==> src/rtl/multiply_seq_unit_if.sv <==
// -----------------------------------------------------------------------------
// multiply_seq_unit_if
// Bundles the issue and result handshakes of the iterative multiplier.
//
// Handshake rules (both channels):
//   - A transfer happens on a rising CLK edge where valid && ready are high.
//   - Once valid is raised, the payload stays stable until that transfer.
//   - ready never depends combinationally on valid (in_ready is decoded
//     from registered state only).
//   - flush aborts whatever is in flight and wins over both handshakes.
//
// Signals:
//   in_valid/in_ready, in_a, in_b, op : operation issue channel
//   flush                             : abort current operation
//   out_valid/out_ready, res          : result channel
//   busy                              : unit is not idle
// Modports: master = pipeline/hazard side, slave = multiplier.
// -----------------------------------------------------------------------------
interface multiply_seq_unit_if #(
  parameter int XLEN = 32
) ();
  logic            in_valid;
  logic            in_ready;
  logic [XLEN-1:0] in_a;
  logic [XLEN-1:0] in_b;
  logic [1:0]      op;
  logic            flush;
  logic            out_valid;
  logic            out_ready;
  logic [XLEN-1:0] res;
  logic            busy;

  modport master (
    output in_valid, in_a, in_b, op, flush, out_ready,
    input  in_ready, out_valid, res, busy
  );

  modport slave (
    input  in_valid, in_a, in_b, op, flush, out_ready,
    output in_ready, out_valid, res, busy
  );
endinterface

==> src/rtl/multiply_seq_unit.sv <==
// -----------------------------------------------------------------------------
// multiply_seq_unit
// Iterative XLEN x XLEN multiplier for MUL / MULH / MULHSU / MULHU.
// Operands are converted to sign + magnitude on accept, the unsigned
// magnitudes are multiplied by shift-add retiring BITS_PER_CYCLE multiplier
// bits per CALC cycle, and the 2*XLEN product is negated in FIX when the
// signs differ.
//
// Parameters:
//   XLEN           : operand/result width (32 or 64)
//   BITS_PER_CYCLE : multiplier bits per CALC cycle (1, 2, 4, 8; divides XLEN)
// Ports:
//   CLK          : rising-edge clock
//   RST          : synchronous active-high reset
//   bus          : multiply_seq_unit_if.slave (issue/result handshakes, flush)
//   dbg_state_o  : current FSM state (IDLE=0, CALC=1, FIX=2, DONE=3)
// Optional feature:
//   MUL_EARLY_OUT_EN : when defined, CALC ends as soon as the remaining
//                      multiplier bits are all zero.
// Latency (accept at edge T): out_valid rises at edge T+N+2, N=XLEN/BITS_PER_CYCLE.
// -----------------------------------------------------------------------------
module multiply_seq_unit #(
  parameter int XLEN           = 32,
  parameter int BITS_PER_CYCLE = 1
) (
  input  logic                CLK,
  input  logic                RST,
  multiply_seq_unit_if.slave  bus,
  output logic [1:0]          dbg_state_o
);
  localparam int N  = XLEN / BITS_PER_CYCLE;
  localparam int CW = $clog2(N + 1);
  localparam int PW = 2 * XLEN;
  localparam int SW = $clog2(PW);

  typedef enum logic [1:0] {
    S_IDLE = 2'd0,
    S_CALC = 2'd1,
    S_FIX  = 2'd2,
    S_DONE = 2'd3
  } state_t;

  state_t          state_q;
  logic [PW-1:0]   prod_q;
  logic [XLEN-1:0] a_mag_q;
  logic [XLEN-1:0] mult_q;
  logic [XLEN-1:0] res_q;
  logic [CW-1:0]   cnt_q;
  logic [1:0]      op_q;
  logic            neg_q;
  logic            out_valid_q;

  // Sign/magnitude decode of the incoming operands. Negating 0x80..0 yields
  // 0x80..0 again, which is the correct unsigned magnitude.
  logic            sign_a;
  logic            sign_b;
  logic [XLEN-1:0] a_mag_d;
  logic [XLEN-1:0] b_mag_d;

  assign sign_a  = bus.in_a[XLEN-1] & ((bus.op == 2'b01) | (bus.op == 2'b10));
  assign sign_b  = bus.in_b[XLEN-1] & (bus.op == 2'b01);
  assign a_mag_d = sign_a ? -bus.in_a : bus.in_a;
  assign b_mag_d = sign_b ? -bus.in_b : bus.in_b;

  // One shift-add step: |a| times the low multiplier digit, placed at the
  // bit offset of the digits already consumed.
  logic [BITS_PER_CYCLE-1:0]      digit;
  logic [XLEN+BITS_PER_CYCLE-1:0] partial;
  logic [PW-1:0]                  addend;
  logic [PW-1:0]                  prod_fix;
  logic [SW-1:0]                  shamt;
  logic                           calc_done;

  assign digit    = mult_q[BITS_PER_CYCLE-1:0];
  assign partial  = {{BITS_PER_CYCLE{1'b0}}, a_mag_q} * {{XLEN{1'b0}}, digit};
  assign shamt    = SW'(cnt_q) * SW'(BITS_PER_CYCLE);
  assign addend   = {{(PW-XLEN-BITS_PER_CYCLE){1'b0}}, partial} << shamt;
  assign prod_fix = neg_q ? -prod_q : prod_q;

  // CALC spends one cycle on the exit decision after its last step, which
  // keeps the early-out and fixed-latency builds on the same timing model.
`ifdef MUL_EARLY_OUT_EN
  assign calc_done = (cnt_q == CW'(N)) || (mult_q == '0);
`else
  assign calc_done = (cnt_q == CW'(N));
`endif

  always_ff @(posedge CLK) begin
    if (RST) begin
      state_q     <= S_IDLE;
      prod_q      <= '0;
      a_mag_q     <= '0;
      mult_q      <= '0;
      res_q       <= '0;
      cnt_q       <= '0;
      op_q        <= 2'b00;
      neg_q       <= 1'b0;
      out_valid_q <= 1'b0;
    end else if (bus.flush) begin
      // Abort: nothing in flight survives, no result is produced.
      state_q     <= S_IDLE;
      cnt_q       <= '0;
      out_valid_q <= 1'b0;
    end else begin
      case (state_q)
        S_IDLE: begin
          // in_ready is high throughout IDLE, so in_valid alone is an accept.
          if (bus.in_valid) begin
            state_q <= S_CALC;
            prod_q  <= '0;
            a_mag_q <= a_mag_d;
            mult_q  <= b_mag_d;
            cnt_q   <= '0;
            op_q    <= bus.op;
            neg_q   <= sign_a ^ sign_b;
          end
        end
        S_CALC: begin
          if (calc_done) begin
            state_q <= S_FIX;
          end else begin
            prod_q <= prod_q + addend;
            mult_q <= mult_q >> BITS_PER_CYCLE;
            cnt_q  <= cnt_q + CW'(1);
          end
        end
        S_FIX: begin
          prod_q      <= prod_fix;
          res_q       <= (op_q == 2'b00) ? prod_fix[XLEN-1:0] : prod_fix[PW-1:XLEN];
          out_valid_q <= 1'b1;
          state_q     <= S_DONE;
        end
        S_DONE: begin
          if (bus.out_ready) begin
            out_valid_q <= 1'b0;
            state_q     <= S_IDLE;
          end
        end
        default: state_q <= S_IDLE;
      endcase
    end
  end

  assign bus.in_ready  = (state_q == S_IDLE);
  assign bus.busy      = (state_q != S_IDLE);
  assign bus.out_valid = out_valid_q;
  assign bus.res       = res_q;
  assign dbg_state_o   = state_q;
endmodule

==> src/flat_wrapper.sv <==
// flat-port wrapper written by rule: the top's interface ports become plain ports
module multiply_seq_unit_flat 
#(
  parameter int XLEN           = 32,
  parameter int BITS_PER_CYCLE = 1
)
  (CLK, RST, dbg_state_o, bus_in_valid, bus_in_a, bus_in_b, bus_op, bus_flush, bus_out_ready, bus_in_ready, bus_out_valid, bus_res, bus_busy);
  multiply_seq_unit_if #(.XLEN(XLEN)) bus_i ();
  input  logic CLK;
  input  logic RST;
  output logic [1:0] dbg_state_o;
  input wire logic [$bits(bus_i.in_valid)-1:0] bus_in_valid;
  input wire logic [$bits(bus_i.in_a)-1:0] bus_in_a;
  input wire logic [$bits(bus_i.in_b)-1:0] bus_in_b;
  input wire logic [$bits(bus_i.op)-1:0] bus_op;
  input wire logic [$bits(bus_i.flush)-1:0] bus_flush;
  input wire logic [$bits(bus_i.out_ready)-1:0] bus_out_ready;
  output wire logic [$bits(bus_i.in_ready)-1:0] bus_in_ready;
  output wire logic [$bits(bus_i.out_valid)-1:0] bus_out_valid;
  output wire logic [$bits(bus_i.res)-1:0] bus_res;
  output wire logic [$bits(bus_i.busy)-1:0] bus_busy;
  assign bus_i.in_valid = bus_in_valid;
  assign bus_i.in_a = bus_in_a;
  assign bus_i.in_b = bus_in_b;
  assign bus_i.op = bus_op;
  assign bus_i.flush = bus_flush;
  assign bus_i.out_ready = bus_out_ready;
  assign bus_in_ready = bus_i.in_ready;
  assign bus_out_valid = bus_i.out_valid;
  assign bus_res = bus_i.res;
  assign bus_busy = bus_i.busy;
  multiply_seq_unit #(.XLEN(XLEN), .BITS_PER_CYCLE(BITS_PER_CYCLE)) u_core (.CLK(CLK), .RST(RST), .bus(bus_i), .dbg_state_o(dbg_state_o));
endmodule
==> config.mk <==
export PLATFORM = sky130hd
export DESIGN_NAME = multiply_seq_unit_flat
export DESIGN_NICKNAME = d
export VERILOG_FILES = /design/src/rtl/multiply_seq_unit_if.sv /design/src/rtl/multiply_seq_unit.sv /design/src/flat_wrapper.sv
export SDC_FILE = /design/constraint.sdc
export NUM_CORES = 1
export LEC_CHECK = 0
export BUFFER_PORTS_ARGS = -buffer_cell sky130_fd_sc_hd__buf_4
export CORE_ASPECT_RATIO = 2
export CORE_MARGIN = 3
export CORE_UTILIZATION = 26
export DETAILED_ROUTE_END_ITERATION = 7
export GPL_TIMING_DRIVEN = 0
export REMOVE_ABC_BUFFERS = 1
export SLEW_MARGIN = 20
export SYNTH_ARGS = -nofsm -noshare
export SYNTH_HDL_FRONTEND = slang
export SYNTH_SLANG_ARGS = --single-unit
==> constraint.sdc <==
create_clock -name CLK -period 7.1 [get_ports CLK]
set_clock_uncertainty 0.05 [all_clocks]
set_input_delay 0.355 -clock CLK [delete_from_list [all_inputs] [get_ports CLK]]
set_output_delay 0.355 -clock CLK [all_outputs]
set_load 0.05 [all_outputs]
After elaboration in Yosys (flattened, before gate mapping)
Cells that the tools add are included.

cells by class
  add/sub/neg operators = 5
  $mul = 1
  equal/unequal tests = 10
  shift operators = 1
  mux-type cells = 19
  bitwise operators = 5
  reductions and logical operators = 14

operators by type and width
  kind                   number
  $mux W64               3
  $pmux W64 S3           1
  $mux W32               5
  $add A64 B64 Y64       1
  $neg A32 Y32           2
  $neg A64 Y64           1
  $pmux W32 S2           1
  $shl A33 B6 Y64        1
  $mul A32 B1 Y33        1
  $mux W6                2
  $pmux W6 S2            1
  $reduce_and A3 Y1      3
  $pmux W2 S4            1
  $reduce_and A4 Y1      2
  $add A6 B1 Y6 const B  1
  $eq A2 B2 Y1 const B   3
  $eq A6 B6 Y1 const B   1
  $mux W2                3
  $ne A2 B2 Y1 const B   3
  $reduce_bool A2 Y1     3
  $eq A2 B1 Y1 const B   2
  $logic_not A2 Y1       2
  $reduce_and A2 Y1      2
  $reduce_bool A3 Y1     1
  8 further kinds        9

word-level totals
  register bits = 172
  input bits = 71
  output and inout port bits = 37
  logic and storage cells = 64

Longest topological paths before layout
  depth in word-level cells = 5
  gate-level depth with buffers = 24
  mapped depth without buffers = 21

Worst setup path after synthesis
No wires, ideal clock.

  path type = reg-to-reg
  start = register u_core.cnt_q[0]
  end = register u_core.prod_q[53]
  setup time = 120 ps
  data arrival time = 5664 ps
  data required time = 6930 ps
  slack = 1266 ps
  stages on the path, launching flop included = 23
  path buffers = 5
  period minus slack after synthesis = 5834 ps
  cells stage by stage = dfxtp_1 -> buf_1 -> clkbuf_1 -> buf_1 -> mux4_2 -> nand3_1 -> o21ai_0 -> mux2i_1 -> o22ai_1 -> and2_1 -> ha_1 -> clkbuf_1 -> a21o_1 -> o21bai_1 -> a221oi_1 -> o22ai_1 -> or2_2 -> a211o_1 -> and4_1 -> or2_2 -> buf_1 -> a31o_2 -> a211o_1

between the ends
  longest elaborated chain between the ends = 4
  elaborated cells on any way between the ends = 7
  classes of those cells = add/sub (1); eq/ne (2); shift (1); mux (2); reduce/logical (1)

ends and longest elaborated chain
  item                    line                      text
  start, declared         multiply_seq_unit.sv:48   logic [CW-1:0] cnt_q;
  start signal, assigned  multiply_seq_unit.sv:124  cnt_q <= cnt_q + CW'(1);
  $shl A33 B6 Y64         multiply_seq_unit.sv:77   assign addend = {{(PW-XLEN-BITS_PER_CYCLE){1'b0}}, partial} << shamt;
  $add A64 B64 Y64        multiply_seq_unit.sv:122  prod_q <= prod_q + addend;
  $mux W64                multiply_seq_unit.sv:119  if (calc_done) begin
  $pmux W64 S3            multiply_seq_unit.sv:105  case (state_q)
  end signal, assigned    multiply_seq_unit.sv:122
  end signal, assigned    multiply_seq_unit.sv:128  prod_q <= prod_fix;
  end, declared           multiply_seq_unit.sv:44   logic [PW-1:0] prod_q;

Several ways; a longest one is shown, not always the timed one. The select of a mux whose other input is x is not followed.
A chain may end at the register's enable or synchronous reset.

Final worst setup path
  start = register u_core.cnt_q[1]
  end = register u_core.prod_q[59]

The elaborated chain is that of the path after synthesis.

==> flow_results.org <==
** Drt
- Overall via count from detail_route :: 17300
- DR iter-0 viols :: 1456
- In the routed design, unresolved DRC markers number 0.
- Via count normalized by instance count :: 5.62
- The detail route stage leaves a number of antenna-violating nets equal to 0.
- DR WL/cell :: 21.3 microns
- Router iterations before antenna repair :: 7
- Final Routed Wirelength :: 65300 microns

** Global route
- Tot GR Track Use :: 0.192
- For this run the aggregate overflow at the end of global routing stands at 0.
- The initial antenna violation count was 0.
- Maximum number of pins on one net before global-route repair :: 106
- The first global-routing pass estimated 99000 microns of wire.
- Number of global-route vias before repair :: 16700

** Pwr
- Dividing total power by cell area gives a power density of 128 mW/mm^2.
- Worst supply voltage drop on vdd :: 0.000117 V
- Cell Int Power :: 1.63 mW
- Sequential cell fraction of total power :: 0.436
- The share of total power dissipated in combinational logic is 0.164.
- In this run the power spent charging and discharging nets is 0.709 mW.
- Of the total power, the share spent switching nets is 0.303.
- Summed over all cells, the static leakage comes to 7.20 nW.
- Total power after layout :: 2.34 mW
- Clock power share :: 0.399

** Critical path
- Total number of cells along the worst setup path :: 16
- For the worst setup path, the data arrival time is 6520 ps.
- The cell family contributing the most delay on the critical path is compound AO/OA/AOI/OAI gates.
- Critical path buffer and inverter count :: 1
- Capture point of the worst path :: u_core.prod_q[59]
- Type of element capturing the critical path :: flop
- The worst register-to-register path begins at u_core.cnt_q[1].
- CP Launch Point :: u_core.cnt_q[1]
- The worst setup path is launched from a flop.
- Worst setup slack for register-to-register paths :: 850 ps
- The worst setup path is of the flop to flop kind.
- Cell with the largest stage delay on the worst path :: dfxtp_2
- Of all nets on the critical path, the largest fanout is 40.
- Traced cell by cell, the critical path runs through inv_1, o21ai_0, nand2_1, o21ai_0, mux2i_1, o21ai_0, ha_1, and2_1, and3_1, nand4_1, nor2_1, o211ai_1, and2_1, o221ai_1, xnor2_1, o22ai_1.
- R2r endpoint :: u_core.prod_q[59]
- Largest incremental delay on the critical path :: 810 ps
- For the worst setup path, the data required time is 7370 ps.
- Worst path most repeated cell :: o21ai_0
- Measured in cells, the most critical reg-to-reg path has a length of 16.

** Synthesis
- Count of unique library cells instantiated by Yosys :: 84
- In the synthesized netlist the async set-or-reset flop fraction comes to 0.
- Number of flip-flops and latches in the synthesized netlist :: 172
- Syn Inst Count :: 2308
- For this run, the number of Yosys warnings is 0.
- In this run, synthesis inferred 0 flip-flops with an integrated enable.
- For this run, the leading register cell type out of synthesis is dfxtp_1.
- A synthesized cell averages 7.08 sq um.
- The mapped netlist covers 0.0163 sq mm.
- For this run, the register share of the synthesized area comes to 0.211.

** Floorplan
- Area inside the core boundary :: 0.0620 sq mm
- The floorplan has 129 rows.
- Starting density of the core :: 0.264
- The floorplan step defined a die boundary enclosing 0.0661 sq mm.
- 108 I/O pins were placed.
- The die is 361 microns tall.
- Die extent in x :: 183 microns

** Final layout
- Fill cells in the final layout number 6950.
- Fraction of layout cells with a size suffix above 1 :: 0.104
- Area added between synthesis and finish :: 12.4%
- Utilization after layout :: 0.296
- At the end of the flow, the number of nets in the layout was 2419.
- After routing the design area is 0.0184 sq mm.
- Antenna diode count :: 0

** Placement
- After legalization and detailed placement, the total HPWL measured 51200 microns.
- Port bufs :: 107
- Area after detailed placement :: 0.0178 sq mm
- GP Congestion :: 0.991

** STA
- The total count of hold-check failures in the final report is 0.
- The final number of max-transition violations was 0.
- Unrepaired setup endpoints after global routing :: no
- Number of failing setup endpoints in the final timing report :: 0
- Of the available clock period, the critical path in the final layout requires 0.880.
- Worst slew margin relative to its limit :: 0.292
- Worst Max-Slew Pin Slew :: 1050 ps
- Maximum achievable frequency :: 160 MHz
- Post-layout min period :: 6250 ps

** Clocking
- Longest Clk Path Bufs :: 2
- Latest clock arrival within the worst-skew pair :: 470 ps
- Clock buffers created by TritonCTS :: 17
- Clock tree from TritonCTS :: done
- The clock drives 172 sinks.
- The H-tree was split into 4 levels.
- After clock tree synthesis, the clock-pin slew on the worst setup and hold paths is 70 ps.
- Number of hold-repair buffers added at the cts stage :: 0
- Root buffer selected by CTS :: clkbuf_16

** Worst hold path
- Worst Min Path Start :: bus_op[1]
- Path category of the worst min-delay check :: input port to flop

** Outcome
- The flow ran to the end, and the final reports show no timing, DRC or antenna violations.

** Flow run
- Count of max-cap constraint violations :: 0
## how the worst min path moves through the flow
stage	to	cells after the start	slack, ps
floorplan	u_core.a_mag_q[0]	1	370
global placement	u_core.mult_q[31]	2	390
detailed placement	u_core.mult_q[31]	2	390
CTS	u_core.op_q[1]	3	80
global route	u_core.op_q[1]	3	100
finish	u_core.op_q[1]	3	100
## worst min-delay path, cell delays in order
cell and delay (ps):
buf_4 120, nand2_1 50, a21oi_1 50
## timing repair
item | CTS | global route
endpoints found under the setup margin | 1 | 0
setup buffers | 0 | 0
gates resized for setup | 1 | 0
hold endpoints to repair | 0 | 0
## flip-flops by register name, summed over array words and instances, names as in the netlist
| register | cells |
|---|---|
| u_core.a_mag_q | 32 |
| u_core.cnt_q | 6 |
| u_core.mult_q | 32 |
| u_core.dbg_state_o | 2 |
| u_core.op_q | 2 |
| u_core.neg_q | 1 |
| u_core.bus.out_valid | 1 |
| u_core.prod_q | 64 |
| u_core.bus.res | 32 |
## cell usage after synthesis (7+ instances only)
| master | count | share of area |
|---|---|---|
| nand2_1 | 314 | 0.072 |
| nor2_1 | 239 | 0.055 |
| a21oi_1 | 214 | 0.066 |
| dfxtp_1 | 172 | 0.21 |
| o21ai_0 | 164 | 0.050 |
| clkbuf_1 | 144 | 0.033 |
| xnor2_1 | 99 | 0.053 |
| ha_1 | 73 | 0.056 |
| xor2_1 | 65 | 0.035 |
| nand3_1 | 59 | 0.018 |
| a21o_1 | 54 | 0.025 |
| nor3_1 | 53 | 0.016 |
| a211oi_1 | 43 | 0.020 |
| inv_1 | 42 | 0.0096 |
| o31ai_1 | 39 | 0.018 |
| o22ai_1 | 38 | 0.015 |
| mux2i_1 | 32 | 0.020 |
| nand4_1 | 27 | 0.010 |
| or3_1 | 27 | 0.010 |
| buf_1 | 25 | 0.0057 |
| o211ai_1 | 25 | 0.011 |
| and2_1 | 24 | 0.0092 |
| a31oi_1 | 23 | 0.0088 |
| nor4_1 | 21 | 0.0080 |
| nand2b_1 | 17 | 0.0065 |
| nor2b_1 | 17 | 0.0065 |
| mux2_2 | 16 | 0.011 |
| mux4_2 | 16 | 0.022 |
| a222oi_1 | 15 | 0.0092 |
| o21a_1 | 13 | 0.0060 |
| or2_2 | 13 | 0.0050 |
| or4_1 | 13 | 0.0060 |
| a311oi_1 | 12 | 0.0064 |
| and3_1 | 12 | 0.0046 |
| a221oi_1 | 11 | 0.0059 |
| o41ai_1 | 10 | 0.0054 |
| a22oi_1 | 9 | 0.0041 |
| a31o_2 | 8 | 0.0043 |
| o21bai_1 | 8 | 0.0037 |
| o22a_1 | 7 | 0.0038 |
## kinds of logic (layout without fill, tap and decap cells)
logic type               count (synthesis)  in the layout  share of synthesized area
AND/OR/NAND/NOR                        864            864                      0.243
AO/OA/AOI/OAI                          754            754                      0.299
buffers and inverters                  216            193                     0.0498
flip-flops                             172            172                      0.211
XOR/XNOR                               164            164                     0.0879
adder cells (fa/ha/maj)                 74             74                     0.0571
multiplexers                            64             64                     0.0527
## per-stage QoR
step,worst slack (ps),cells,hold slack [ps],TNS [ps]
2_1_floorplan,1420,2137,374,0
3_3_place_gp,-840,3030,390,-12370
3_5_place_dp,-53.4,3041,395,-53.4
4_1_cts,490,3071,81.5,0
5_1_grt,567,3071,99.0,0
6_report,852,3071,96.9,0
## final cells by class
| type | instances | area [sq um] | share of cell area |
|---|---|---|---|
| Timing Repair Buffer | 118 | 1060 | 0.0578 |
| Sequential cell | 172 | 3450 | 0.188 |
| Multi-Input combinational cell | 1920 | 12100 | 0.661 |
| Clock inverter | 7 | 55.1 | 0.00300 |
| Inverter | 45 | 170 | 0.00926 |
| Clock buffer | 23 | 499 | 0.0272 |
| Tap cell | 786 | 983 | 0.0535 |
## routing by layer
layer  wire (microns)  GRT usage
met3             2720     0.0223
met4             5320      0.140
met1            22900      0.192
met5                0          0
met2            34400      0.361
## power groups by stage
stage / Clock (mW) / Combinational (mW) / Sequential [mW]
after floorplan: 0 / 0.208 / 1.05
after global placement: 0 / 0.350 / 1.06
after detailed placement: 0 / 0.384 / 1.04
after CTS: 0.957 / 0.385 / 1.02
after global routing: 0.981 / 0.422 / 1.03
final: 0.936 / 0.385 / 1.02
## layout by cell type (no fill, tap or decap), types with 14 or more instances in the layout
cell	instances
nand2_1	313
nor2_1	237
a21oi_1	214
dfxtp_1	166
o21ai_0	164
buf_4	106
xnor2_1	99
ha_1	72
xor2_1	65
nand3_1	58
a21o_1	54
nor3_1	53
a211oi_1	43
inv_1	42
o31ai_1	39
o22ai_1	38
mux2i_1	32
nand4_1	27
or3_1	27
o211ai_1	25
a31oi_1	23
and2_1	23
nor4_1	21
clkbuf_16	18
mux2_2	16
mux4_2	16
nand2b_1	15
a222oi_1	15
nor2b_1	14
Note: power is estimated with default switching activity, not from simulation.
